==> src/rtl/if_id_stage_pkg.sv <==
// Shared constants for the fetch/decode boundary: FSM state encoding,
// bubble encoding and the "immediate follows" flag position.
package if_id_stage_pkg;

    typedef enum logic {
        S_OP  = 1'b0,
        S_IMM = 1'b1
    } state_e;

    localparam int          IMM_FLAG_BIT_C = 11;
    localparam logic [15:0] NOP_WORD_C     = 16'h0000;

endpackage

==> src/rtl/if_id_stage.sv <==
// IF/ID pipeline register: merges opcode + immediate word pairs into one
// decode packet, with stall (hold) and flush (bubble) from control.
module if_id_stage
    import if_id_stage_pkg::*;
#(
    parameter int          IMM_FLAG_BIT = IMM_FLAG_BIT_C,
    parameter logic [15:0] NOP_WORD     = NOP_WORD_C,
    parameter int          PC_W         = 32
) (
    input  logic            clk,
    input  logic            rst,
    input  logic            if_valid,
    input  logic [15:0]     if_instr,
    input  logic [PC_W-1:0] if_pc,
    input  logic            stall,
    input  logic            flush,
    output logic            id_valid,
    output logic [15:0]     id_instr,
    output logic [15:0]     id_imm,
    output logic [PC_W-1:0] id_pc,
    output logic            imm_wait
);

    state_e          state_q, state_d;
    logic [15:0]     held_op_q, held_op_d;
    logic            valid_q, valid_d;
    logic [15:0]     instr_q, instr_d;
    logic [15:0]     imm_q, imm_d;
    logic [PC_W-1:0] pc_q, pc_d;
    logic            wait_q, wait_d;

    always_comb begin
        state_d   = state_q;
        held_op_d = held_op_q;
        valid_d   = valid_q;
        instr_d   = instr_q;
        imm_d     = imm_q;
        pc_d      = pc_q;

        if (flush) begin
            // id_pc deliberately survives a flush
            state_d   = S_OP;
            held_op_d = '0;
            valid_d   = 1'b0;
            instr_d   = NOP_WORD;
            imm_d     = '0;
        end else if (!stall) begin
            valid_d = 1'b0;
            instr_d = NOP_WORD;
            imm_d   = '0;
            if (if_valid) begin
                if (state_q == S_IMM) begin
                    valid_d   = 1'b1;
                    instr_d   = held_op_q;
                    imm_d     = if_instr;
                    pc_d      = if_pc;
                    state_d   = S_OP;
                end else if (if_instr[IMM_FLAG_BIT]) begin
                    held_op_d = if_instr;
                    state_d   = S_IMM;
                end else begin
                    valid_d   = 1'b1;
                    instr_d   = if_instr;
                    pc_d      = if_pc;
                end
            end
        end
        wait_d = (state_d == S_IMM);
    end

    always_ff @(posedge clk or posedge rst) begin
        if (rst) begin
            state_q   <= S_OP;
            held_op_q <= '0;
            valid_q   <= 1'b0;
            instr_q   <= NOP_WORD;
            imm_q     <= '0;
            pc_q      <= '0;
            wait_q    <= 1'b0;
        end else begin
            state_q   <= state_d;
            held_op_q <= held_op_d;
            valid_q   <= valid_d;
            instr_q   <= instr_d;
            imm_q     <= imm_d;
            pc_q      <= pc_d;
            wait_q    <= wait_d;
        end
    end

    assign id_valid = valid_q;
    assign id_instr = instr_q;
    assign id_imm   = imm_q;
    assign id_pc    = pc_q;
    assign imm_wait = wait_q;

endmodule

==> config.mk <==
export PLATFORM = sky130hd
export DESIGN_NAME = if_id_stage
export DESIGN_NICKNAME = d
export VERILOG_FILES = /design/src/rtl/if_id_stage_pkg.sv /design/src/rtl/if_id_stage.sv
export SDC_FILE = /design/constraint.sdc
export NUM_CORES = 1
export LEC_CHECK = 0
export BUFFER_PORTS_ARGS = -buffer_cell sky130_fd_sc_hd__buf_2
export CORE_MARGIN = 1.5
export CORE_UTILIZATION = 31
export DETAILED_ROUTE_END_ITERATION = 7
export PLACE_DENSITY_LB_ADDON = 0.1
export SLEW_MARGIN = 20
export SYNTH_ARGS = -nofsm -noshare
export SYNTH_HDL_FRONTEND = slang
export SYNTH_SLANG_ARGS = --single-unit
export TNS_END_PERCENT = 20
==> constraint.sdc <==
create_clock -name clk -period 3.5 [get_ports clk]
set_input_delay 0.7 -clock clk [delete_from_list [all_inputs] [get_ports clk]]
set_output_delay 0.7 -clock clk [all_outputs]
set_load 0.05 [all_outputs]
==> metrics, run 1 <==
outcome finished, final reports clean; slowest CP cell dfrtp_1; Cell Count, Final, Fillers Out 486; DRT antenna net count 0; syn_nets 279; Post-CTS Setup Repair Bufs 0; RSZ-0062 raised after global routing no; Worst-Skew Late Latency 0.35 ns; GRT Util Overall 0.147; Slew headroom 0.436; total number of yosys warnings 0; nets 398; Area contributors post-synth dfrtp_1, mux2_4, a22o_1; CP delay by family, top flip-flops; CTS H-tree lvls 3; final hold slack 0.484 ns; Flop pwr share 0.440; leading cell type in the layout, fill and taps excluded buf_2; Reg clk slew, reported paths 0.09 ns; drc violations 0; Row Count 37; final clock skew 0.00925 ns; drt total wl 7770 um; drt first pass iters 4; die area 11200 um^2; first-pass GRT wire length 12400 um; vias in the first global route 2229; final setup fails 0; register area share after synthesis 0.626; Core Region 10300 um^2; crit path cell chain buf_2; global route overflow 0; Antenna Cells 0; fin crit period 2.28 ns; clock share of power 0.291; Die Y 106 um; Initial Util 0.319; PD cells 597 nW/um^2; Die Span X 106 um; Final Hold Vio Count 0; CP Capture Type output pin; clk root buf clkbuf_8; Netlist cell types 24; DP Cell Count 469; switching power 0.000873 W; FF-to-FF Start imm_wait$_DFFE_PP0P_; WP data arrival 1.58 ns; Worst Max-Slew Pin Slew 0.844 ns; CP max stage delay 0.84 ns; Min-Delay Path Class in -> async; max cap viols 0; initial antenna violation count 0; crit path kind reg -> out; Switching Fraction 0.349; Clock Sinks 82; Slew Limit Fails 0; leakage 2.24 nW; cts hold-fix bufs 0; Synth Instances 226; share of total power in combinational logic 0.270; largest net degree at the start of global routing 48; worst path bufs/invs 1; Synth top area share 0.626; Via-to-Cell Ratio 4.64; IO Pins 119; CP required 2.80 ns; P_int 0.00163 W; fin util 0.408; crit-path max FO 22; Tcrit/Tclk final 0.651; setup TNS 0 ns; 1st-iter DRT viols 104; Syn Std Cell Area 3280 um^2; Critical Path Start Type register; cell taking the most area after synthesis dfrtp_1; DR WL/cell 16.0 um; FMAX 439 MHz; CTS Buffer Depth 2; Avg Cell Area, Syn 14.5 um^2; Seq cells post-synth 82; share of layout cells above drive strength 1 0.503; Area Growth Syn to Fin 27.9%; total CTS buffers 9; crit path from imm_wait$_DFFE_PP0P_; CTS tree done; worst vdd ir 217 uV; most frequent cells in the layout buf_2, dfrtp_1, a22o_1, mux2_4, nand2_1; PnR Total Power 0.00250 W; RD Place Congestion 0.671; buffers added on ports 118; post_cts resized 0; post-DP HPWL 5120 um; routed via count 2257
[Yosys cell counts]
| cell | instances |
|---|---|
| buf_12 | 2 |
| mux2_4 | 29 |
| buf_2 | 2 |
| or3b_1 | 1 |
| nor2_2 | 1 |
| buf_1 | 1 |
| nand2_1 | 17 |
| dfrtp_1 | 82 |
| and2b_1 | 1 |
| o21ai_0 | 15 |
| nor3b_1 | 1 |
| buf_8 | 1 |
| a21oi_1 | 2 |
| a22oi_1 | 14 |
| o22ai_1 | 1 |
| mux2_2 | 3 |
| nor2_1 | 4 |
| clkbuf_1 | 8 |
| nand2b_4 | 1 |
| a22o_1 | 32 |
| buf_6 | 2 |
| nand2b_1 | 2 |
| inv_1 | 3 |
| nor4bb_1 | 1 |
[power by group through the flow]
stage               Combinational, W  Clock, W  Sequential, W
floorplan                   0.000182         0        0.00144
global placement            0.000674         0        0.00112
detailed placement          0.000679         0        0.00112
CTS                         0.000679  0.000758        0.00110
global route                0.000710  0.000800        0.00111
finish                      0.000674  0.000728        0.00110
[metal layers]
metal	global-route usage	share of wire	up-vias
met3	0.0377	0.058	11
li1	-	-	1053
met2	0.199	0.43	89
met1	0.218	0.50	1104
met5	0	0	-
met4	0.0608	0.015	0
[path summary, 6_finish.rpt]
| path | to | slack [ns] | cells past startpoint |
|---|---|---|---|
| max in group asynchronous | id_instr[5]$_DFFE_PP0P_ | 2.33 | 3 |
| min | id_pc[11]$_DFFE_PP0P_ | 0.48 | 2 |
| min in group clk | id_instr[13]$_DFFE_PP0P_ | 0.49 | 2 |
| max reg2reg | id_pc[29]$_DFFE_PP0P_ | 1.40 | 3 |
| max | imm_wait | 1.22 | 1 |
| min reg2reg | id_instr[13]$_DFFE_PP0P_ | 0.49 | 2 |
[stage by stage]
stage / instance area, um^2 / setup WS [ns]
2_1_floorplan: 3280 / 0.692
3_3_place_gp: 3970 / 1.14
3_5_place_dp: 3970 / 1.12
4_1_cts: 4180 / 1.19
5_1_grt: 4190 / 1.12
6_report: 4190 / 1.22
[layout make-up]
class | count | area, um^2
clock buffer | 11 | 151
clock inverter | 5 | 62.6
fill | 1045 | 6090
inverter | 3 | 12.5
multi-input combinational | 125 | 1090
sequential | 82 | 2050
tap | 136 | 170
timing repair buffer | 124 | 648
[cells by family after synthesis]
logic type | Yosys count | share of synthesized area
mux | 32 | 0.143
compound gates | 64 | 0.146
flops | 82 | 0.626
buf+inv | 19 | 0.0405
simple gates | 29 | 0.0443
[flip-flops by register name (all words and copies together) (netlist names)]
signal / flops
held_op_q: 16
id_imm: 16
id_instr: 16
id_pc: 32
id_valid: 1
imm_wait: 1
Power figures use the tool's default switching activity.
==> run 2, diff against run 1 <==
==> constraint.sdc (replaced) <==
create_clock -name clk -period 2.31 [get_ports clk]
set_input_delay 0.462 -clock clk [delete_from_list [all_inputs] [get_ports clk]]
set_output_delay 0.462 -clock clk [all_outputs]
set_load 0.05 [all_outputs]
==> run 2 against run 1 <==
Compared with the run above: flip-flop and latch count did not move; sequential share of layout area fell by 0.32 points; combinational power rose by 53%; sequential power rose by 51%; register-to-register slack got worse by 0.94 ns; final cell count rose by 0.41%; total power rose by 53%; global-route usage barely moved; clock skew rose by 0.0024 ns; hold slack got worse by 0.30 ns; worst setup slack got worse by 0.77 ns; wire length fell by 0.49%; largest power group unchanged.
==> metrics, run 2 (synthesis results as in run 1) <==
outcome finished, final reports clean; multi-input logic area 1090 um^2; Worst Max-Slew Pin Slew 1.06 ns; CP delay by family, top simple AND/OR/NAND/NOR gates; CTS tree done; routed via count 2304; crit-path max FO 14; register area 2050 um^2; worst vdd ir 406 uV; max FFs per register 32; R2R Setup Slk 0.46 ns; post-DP HPWL 5230 um; CP max stage delay 0.87 ns; Reg clk slew, reported paths 0.09 ns; drt first pass iters 4; worst r2r dst id_instr[12]$_DFFE_PP0P_; clock share of power 0.296; Clock Sinks 82; largest net degree at the start of global routing 39; 1st-iter DRT viols 85; Initial Util 0.319; Slew headroom 0.288; drc violations 0; FF-to-FF Start imm_wait$_DFFE_PP0P_; share of layout cells above drive strength 1 0.497; share of total power in combinational logic 0.269; clk root buf clkbuf_8; IO Pins 119; Post-CTS Setup Repair Bufs 0; Area Growth Syn to Fin 28.8%; Worst Reg2Reg Path Length in Cells 3; P_int 0.00252 W; leading cell type in the layout, fill and taps excluded buf_2; vias in the first global route 2296; buffers added on ports 118; Die Span X 106 um; cts hold-fix bufs 0; setup TNS 0 ns; DRT antenna net count 0; crit path cell chain nor2_1, a22oi_1, o21ai_0; DR WL/cell 15.8 um; Core Region 10300 um^2; slowest CP cell nor2_1; max cap viols 0; most frequent cells in the layout buf_2, dfrtp_1, a22o_1, mux2_4, nand2_1; leakage 2.25 nW; FMAX 539 MHz; Final Hold Vio Count 0; initial antenna violation count 0; worst path bufs/invs 0; total CTS buffers 9; first-pass GRT wire length 12600 um; Filler cells 1024; Min-Delay Path Class in -> async; Row Count 37; die area 11200 um^2; post_cts resized 0; CTS H-tree lvls 3; Flop pwr share 0.435; Die Y 106 um; CP required 2.58 ns; final clock skew 0.0117 ns; Slew Limit Fails 0; Tcrit/Tclk final 0.803; nets 400; crit path kind reg -> reg; Antenna Cells 0; switching power 0.00130 W; RD Place Congestion 0.709; PD cells 906 nW/um^2; CP Capture Type register; drt total wl 7730 um; Critical Path Start Type register; RSZ-0062 raised after global routing no; Via-to-Cell Ratio 4.72; CTS Buffer Depth 2; Switching Fraction 0.341; final setup fails 0; fin crit period 1.85 ns; PnR Total Power 0.00382 W; Worst-Skew Late Latency 0.35 ns; GRT Util Overall 0.147; global route overflow 0; WP data arrival 2.12 ns
run 2: area by class of cell:
cell class / instances / area share
clock buffers: 12 / 0.0320
clock inverters: 4 / 0.0181
inverters: 3 / 0.00356
multi-input cells: 125 / 0.259
flip-flops and latches: 82 / 0.487
well taps: 136 / 0.0403
repair buffers: 126 / 0.160
run 2: worst max path at each step:
stage | cells after the start | start | endpoint | slack (ns)
finish | 3 | imm_wait$_DFFE_PP0P_ | id_instr[12]$_DFFE_PP0P_ | 0.46
global route | 3 | imm_wait$_DFFE_PP0P_ | id_instr[8]$_DFFE_PP0P_ | 0.26
CTS | 3 | imm_wait$_DFFE_PP0P_ | held_op_q[1]$_DFFE_PP0P_ | 0.40
detailed placement | 4 | flush | id_pc[6]$_DFFE_PP0P_ | 0.18
global placement | 4 | flush | id_pc[13]$_DFFE_PP0P_ | 0.21
floorplan | 6 | flush | id_pc[10]$_DFFE_PP0P_ | 0.52
run 2: stage by stage:
| stage | cell area [um^2] | util | setup WS, ns | std cells | hold WS (ns) |
|---|---|---|---|---|---|
| after floorplan | 3280 | - | 0.520 | 226 | 0.466 |
| after global placement | 4000 | 0.390 | 0.205 | 472 | 0.462 |
| after detailed placement | 4000 | 0.390 | 0.179 | 472 | 0.469 |
| after CTS | 4220 | 0.410 | 0.398 | 488 | 0.193 |
| after global routing | 4220 | 0.410 | 0.263 | 488 | 0.209 |
| final | 4220 | 0.410 | 0.456 | 488 | 0.184 |
run 2: power by group through the flow:
| stage | clock network [W] | registers [W] | logic [W] |
|---|---|---|---|
| after floorplan | 0 | 0.00219 | 0.000276 |
| after global placement | 0 | 0.00169 | 0.00103 |
| after detailed placement | 0 | 0.00169 | 0.00104 |
| after CTS | 0.00118 | 0.00166 | 0.00104 |
| after global routing | 0.00124 | 0.00168 | 0.00108 |
| final | 0.00113 | 0.00166 | 0.00103 |
run 2: routing by layer:
layer,vias to the layer above,GRT usage,part of all wire
met5,-,0,0
met4,0,0.0492,0.0080
met3,6,0.0464,0.066
met2,87,0.211,0.44
met1,1153,0.208,0.49
li1,1058,-,-
==> run 3, diff against run 2 <==
==> constraint.sdc (replaced) <==
create_clock -name clk -period 1.8 [get_ports clk]
set_input_delay 0.36 -clock clk [delete_from_list [all_inputs] [get_ports clk]]
set_output_delay 0.36 -clock clk [all_outputs]
set_load 0.05 [all_outputs]
==> run 3 against run 2 <==
Compared with the run above: via count is 1.8% lower; combinational power is 30% higher; critical path depth stayed put; largest power group unchanged.
==> metrics, run 3 (synthesis results as in run 1) <==
R2R Setup Slk 0.24 ns; crit-path max FO 15; FMAX 642 MHz; Via-to-Cell Ratio 4.57; drt first pass iters 4; Clock Sinks 82; Worst Max-Slew Pin Slew 0.701 ns; max FFs per register 32; fin crit period 1.56 ns; crit path from imm_wait$_DFFE_PP0P_; worst vdd ir 598 uV; Row Count 37; cts hold-fix bufs 0; IO Pins 119; drt total wl 7810 um; P_int 0.00346 W; Area Growth Syn to Fin 33.2%; first-pass GRT wire length 12800 um; max cap viols 0; CP Capture Type register; Min-Delay Path Class in -> async; post_cts resized 0; drc violations 0; total CTS buffers 9; DR WL/cell 15.8 um; Initial Util 0.319; Die Span X 106 um; clk root buf clkbuf_8; nets 407; CTS tree done; Antenna Cells 0; largest net degree at the start of global routing 23; GRT Util Overall 0.148; crit path kind reg -> reg; post-DP HPWL 5270 um; final hold slack 0.0829 ns; end point of the critical path held_op_q[6]$_DFFE_PP0P_; Final Hold Vio Count 0; global route overflow 0; Reg clk slew, reported paths 0.08 ns; Die Y 106 um; leakage 2.33 nW; Slew headroom 0.532; CTS H-tree lvls 3; Slew Limit Fails 0; RD Place Congestion 0.746; Worst-Skew Late Latency 0.34 ns; outcome finished, final reports clean; DRT antenna net count 0; Flop pwr share 0.415; share of layout cells above drive strength 1 0.515; CP required 2.03 ns; PD cells 1170 nW/um^2; switching power 0.00167 W; Post-CTS Setup Repair Bufs 0; worst r2r dst held_op_q[6]$_DFFE_PP0P_; final clock skew 0.00408 ns; routed via count 2262; FF-to-FF Start imm_wait$_DFFE_PP0P_; WP data arrival 1.79 ns; clock share of power 0.323; Critical Path Start Type register; die area 11200 um^2; buffers added on ports 118; Switching Fraction 0.325; leading cell type in the layout, fill and taps excluded buf_2; vias in the first global route 2389; initial antenna violation count 0; most frequent cells in the layout buf_2, dfrtp_1, a22o_1, mux2_4, nand2_1; PnR Total Power 0.00513 W; Core Region 10300 um^2; Worst Reg2Reg Path Length in Cells 3; share of total power in combinational logic 0.262; final setup fails 0; RSZ-0062 raised after global routing no; Tcrit/Tclk final 0.865; CTS Buffer Depth 2; 1st-iter DRT viols 120
run 3: critical path, cell delays in order, from the launching register on:
cell      delay (ns)
dfrtp_1         0.46
nor4bb_1        0.46
nor2_2          0.25
a22o_1          0.29
run 3: metrics by stage:
step	TNS, ns	util	instance area, um^2	setup WS (ns)	cells
2_1_floorplan	0	-	3280	0.112	226
3_3_place_gp	0	0.400	4110	0.000954	479
3_5_place_dp	-0.624	0.400	4110	-0.0492	479
4_1_cts	0	0.424	4360	0.0212	495
5_1_grt	0	0.425	4360	0.134	495
6_report	0	0.425	4360	0.243	495
run 3: per-layer routing:
metal	vias to the layer above	part of all wire	track usage
met1	1092	0.49	0.213
met4	0	0.0090	0.0347
li1	1077	-	-
met2	88	0.44	0.215
met5	-	0	0
met3	5	0.066	0.0470
run 3: power groups by stage:
stage               clock (W)  sequential [W]  combinational, W
global placement            0         0.00215           0.00136
CTS                   0.00172         0.00213           0.00136
detailed placement          0         0.00216           0.00135
finish                0.00165         0.00213           0.00134
floorplan                   0         0.00281          0.000355
global route          0.00178         0.00216           0.00142
run 3: how the worst min path moves through the flow:
stage | depth (start not counted) | slack (ns) | start | end
after floorplan | 1 | 0.43 | flush | imm_wait$_DFFE_PP0P_
after global placement | 2 | 0.46 | id_valid$_DFFE_PP0P_ | id_valid$_DFFE_PP0P_
after detailed placement | 2 | 0.47 | rst | id_instr[6]$_DFFE_PP0P_
after CTS | 2 | 0.09 | rst | held_op_q[6]$_DFFE_PP0P_
after global routing | 2 | 0.09 | rst | id_instr[5]$_DFFE_PP0P_
final | 2 | 0.08 | rst | id_instr[6]$_DFFE_PP0P_
run 3: area by class of cell:
| cell class | count | area, um^2 |
|---|---|---|
| fillers | 1030 | 5910 |
| flip-flops and latches | 82 | 2050 |
| multi-input cells | 125 | 1100 |
| repair buffers | 133 | 778 |
| well taps | 136 | 170 |
| clock buffers | 12 | 155 |
| clock inverters | 4 | 97.6 |
| inverters | 3 | 15.0 |
